<file path="src/rtl/instr_loader.sv">
// instr_loader: debounced pushbutton loader assembling two switch bytes into one instruction.
// The button is synchronized and debounced; the FSM then stages a high and a low byte and hands the result to the core.
module instr_loader #(
  parameter int DEBOUNCE_CYCLES = 4
) (
  input  logic        clk,
  input  logic        rst,
  input  logic        btn_raw,
  input  logic [7:0]  data_in,
  input  logic        core_done,
  output logic [3:0]  opcode,
  output logic [11:0] instr,
  output logic        inst_done,
  output logic        btn_edge,
  output logic        busy,
  output logic [1:0]  state
);
  typedef enum logic [1:0] {S_HI = 2'd0, S_LO = 2'd1, S_ISSUE = 2'd2, S_EXEC = 2'd3} state_t;
  localparam logic [7:0] CNT_MAX = 8'(DEBOUNCE_CYCLES - 1);
  state_t      state_q;
  logic        s1_q, s2_q, db_q, edge_q, accept;
  logic [7:0]  cnt_q, hi_q, lo_q, lo_d;
  logic [3:0]  opcode_q;
  logic [11:0] instr_q;
  assign accept = (s2_q != db_q) && (cnt_q == CNT_MAX);
  always_ff @(posedge clk) begin
    if (rst) begin
      s1_q   <= 1'b0;
      s2_q   <= 1'b0;
      db_q   <= 1'b0;
      cnt_q  <= 8'd0;
      edge_q <= 1'b0;
    end else begin
      s1_q   <= btn_raw;
      s2_q   <= s1_q;
      cnt_q  <= (s2_q == db_q || accept) ? 8'd0 : cnt_q + 8'd1;
      db_q   <= accept ? s2_q : db_q;
      edge_q <= accept & s2_q;
    end
  end
  // The low byte is committed to instr on the same edge it is staged.
  always_comb lo_d = (state_q == S_LO && edge_q) ? data_in : lo_q;
  always_ff @(posedge clk) begin
    if (rst) begin
      state_q  <= S_HI;
      hi_q     <= 8'd0;
      lo_q     <= 8'd0;
      opcode_q <= 4'd0;
      instr_q  <= 12'd0;
    end else begin
      lo_q <= lo_d;
      case (state_q)
        S_HI: if (edge_q) begin
          hi_q    <= data_in;
          state_q <= S_LO;
        end
        S_LO: if (edge_q) begin
          {opcode_q, instr_q} <= {hi_q, lo_d};
          state_q             <= S_ISSUE;
        end
        S_ISSUE: state_q <= S_EXEC;
        S_EXEC: if (core_done) state_q <= S_HI;
      endcase
    end
  end
  assign opcode    = opcode_q;
  assign instr     = instr_q;
  assign btn_edge  = edge_q;
  assign inst_done = state_q == S_ISSUE;
  assign busy      = state_q == S_ISSUE || state_q == S_EXEC;
  assign state     = state_q;
endmodule

</file>
<file path="config.mk">
export PLATFORM = sky130hd
export DESIGN_NAME = instr_loader
export DESIGN_NICKNAME = d
export VERILOG_FILES = /design/src/rtl/instr_loader.sv
export SDC_FILE = /design/constraint.sdc
export NUM_CORES = 1
export LEC_CHECK = 0
export BUFFER_PORTS_ARGS = -buffer_cell sky130_fd_sc_hd__buf_2
export CAP_MARGIN = 10
export CORE_UTILIZATION = 25
export DETAILED_ROUTE_END_ITERATION = 10
export GPL_TIMING_DRIVEN = 1
export HOLD_SLACK_MARGIN = 0.05
export PLACE_DENSITY = 0.51
export SLEW_MARGIN = 20
export SYNTH_ARGS = -nofsm -noshare
export SYNTH_HDL_FRONTEND = slang
export SYNTH_SLANG_ARGS = --single-unit
</file>
<file path="constraint.sdc">
create_clock -name clk -period 3.1 [get_ports clk]
set_clock_uncertainty 0.2 [all_clocks]
set_input_delay 0.31 -clock clk [delete_from_list [all_inputs] [get_ports clk]]
set_output_delay 0.31 -clock clk [all_outputs]
set_load 0.01 [all_outputs]
</file>
==> flow_summary.ini <==
[logic_synthesis]
synth_area_leaders = dfxtp_1, nand2_1, a21oi_1
ys_seq_area_share_pct = 51.48
synth_top_area_cell = dfxtp_1
async_reset_ff_share_pct = 0
synth_top_area_share_pct = 51.48
syn_inst = 176
syn_avg_cell_area_um2 = 8.396
synth_area_um2 = 1478
synth.distinct_cells = 26
synth_fp_nets = 194
synth_enable_flop_cells = 0
yosys_register_bits = 38
ys.flop_type = dfxtp_1
yosysWarnings = 0

[layout]
fillers = 617
synthToLayoutAreaGrowth_pct = 24.47
regArea_um2 = 760.7
multi_input_area_um2 = 660.6
diodes = 0
final_common_cell = nand2_1
fin_nets = 224
mostFrequentLayoutCells = nand2_1, dfxtp_1, buf_2
layout-drive-gt1-share_pct = 20.77

[clock_network]
post-cts-setup-buffers = 0
clock_latency_ns = 0.29
clock_path_buffers = 2
cts_root_buf = clkbuf_8
cts_tree = done
cts_hold_buf = 1
clk_pin_slew_ns = 0.07
cts_buffers = 5
cts_num_sinks = 38
cts_max_level = 2
cts_resized = 0

[power]
peakVddDrop_v = 0.0002178
power_density_nw_per_um2 = 608.6
leakage_nw = 0.7007
power.total_w = 0.001119

[timing]
slew_headroom_pct = 60.02
worst_pin_slew_ns = 0.5997
grt_setup_unrepaired = no
period_minus_slack_ns = 1.943
drv_slew = 0
hold_viol_final = 0
fin_setup_tns_ns = 0
fin_crit_sh_pct = 62.69
hold_slack_ns = 0.07630
setup_ws_ns = 1.157
setup_viol = 0
fmax_mhz = 514.6

[setup_path]
max_stage_delay_ns = 0.41
arrival_ns = 1.43
critPathTopFamily = flip-flops
crit_slowest_cell = dfxtp_1
worstPathMaxFanout = 5
required_ns = 2.59
critPathLaunchType = flop
endpoint_kind = output pin
timing_worst_setup_path_type = flop to output pin
timing.critical_path.buf_inv = 2
cp_cell_sequence = inv_1 > ha_1 > or2_2 > buf_2

[grt]
grt_pass1_wl_um = 5306
grt_use_total_pct = 11.09
grt_max_degree = 32
overflow = 0
grt_pass1_vias = 1200
antenna_found_initial = 0

[placed_design]
pre_cts_ws_ns = 1.270
place_hpwl_um = 2115
port_buffers = 32
gp_congestion = 0.7103

[routing]
drc = 0
wire_per_inst_um = 11.14
vias_per_cell = 4.366
num_vias = 1218
dr_wl_met3_um = 86
drtIter0Drc = 24
drt-met1-wl_um = 1623
drtPass1Iterations = 6
wl_um = 3109
wl_met2_um = 1328
dr.max_layer_used = met4
drtAntennaViolNets = 0

[floorplan]
initial_core_util_pct = 26.35
core_um2 = 5608
dieHeight_um = 78.88
rows = 27
die_area_um2 = 6222
io_pins = 33
fp.dieW_um = 78.88

[worst_hold_path]
hp-class = input pin to flop

[job]
maxCapViolations = 0

[run_status]
status = finished, final reports clean
[metal layers]
layer | global-route usage [%] | vias up
met5 | 0 | -
met3 | 2.414 | 6
li1 | - | 644
met1 | 13.15 | 542
met2 | 18.09 | 26
met4 | 7.091 | 0
[sequential cells by signal, indices dropped and copies added (netlist names)]
register  cells
instr        12
cnt_q         8
hi_q          8
opcode        4
state         2
btn_edge      1
db_q          1
s1_q          1
s2_q          1
[report_power, final]
| part | leakage, nW | internal, W | total, W | switching [W] |
|---|---|---|---|---|
| clock | 0.0714 | 0.000343 | 0.000517 | 0.000174 |
| combinational | 0.323 | 0.0000366 | 0.0000968 | 0.0000602 |
| sequential | 0.306 | 0.000496 | 0.000506 | 0.00000967 |
[cell usage after synthesis (2+ instances only)]
cell type and n:
nor2b_1 2, a21oi_1 30, inv_1 4, nor2_1 7
buf_2 3, xnor2_1 2, or3_1 3, ha_1 6
nand2_1 43, clkbuf_1 7, o21ai_0 3, dfxtp_1 38
nand3_1 14, xor2_1 2
[area by class of cell]
| class | count | share of cell area [%] |
|---|---|---|
| Clock buffer | 6 | 4.490 |
| Clock inverter | 2 | 3.265 |
| Inverter | 4 | 0.8163 |
| Multi-Input combinational cell | 124 | 35.92 |
| Sequential cell | 38 | 41.36 |
| Tap cell | 72 | 4.898 |
| Timing Repair Buffer | 33 | 9.252 |
[cell families after synthesis]
family                     share of synthesized area (%)
AOI/OAI and AO/OA                                  14.06
xor gates and xnor gates                           2.371
adders and majority gates                          5.080
buffers and inverters                              3.810
DFF                                                51.48
and+or+nand+nor                                    23.20
[worst paths after layout]
path | from | endpoint | slack [ns] | depth (start not counted)
max reg2reg | state[0] | state[0] | 1.28 | 5
min reg2reg | s1_q | s2_q | 0.24 | 1
max | state[0] | busy | 1.16 | 4
min | data_in[1] | instr[1] | 0.08 | 3
[stage by stage]
stage               cell area, µm²  utilization (%)  cells
global route                  1839            32.80    279
finish                        1839            32.80    279
detailed placement            1687            30.08    270
CTS                           1839            32.80    279
global placement              1687            30.08    270
floorplan                     1478                -    176
[worst reg2reg max path, cell delays in order, from the launching register on]
cell and delay [ns]:
dfxtp_1 0.41, inv_1 0.11, ha_1 0.33, o21bai_1 0.33
a21oi_1 0.11, a311oi_1 0.24
Note: power is estimated with default switching activity, not from simulation.
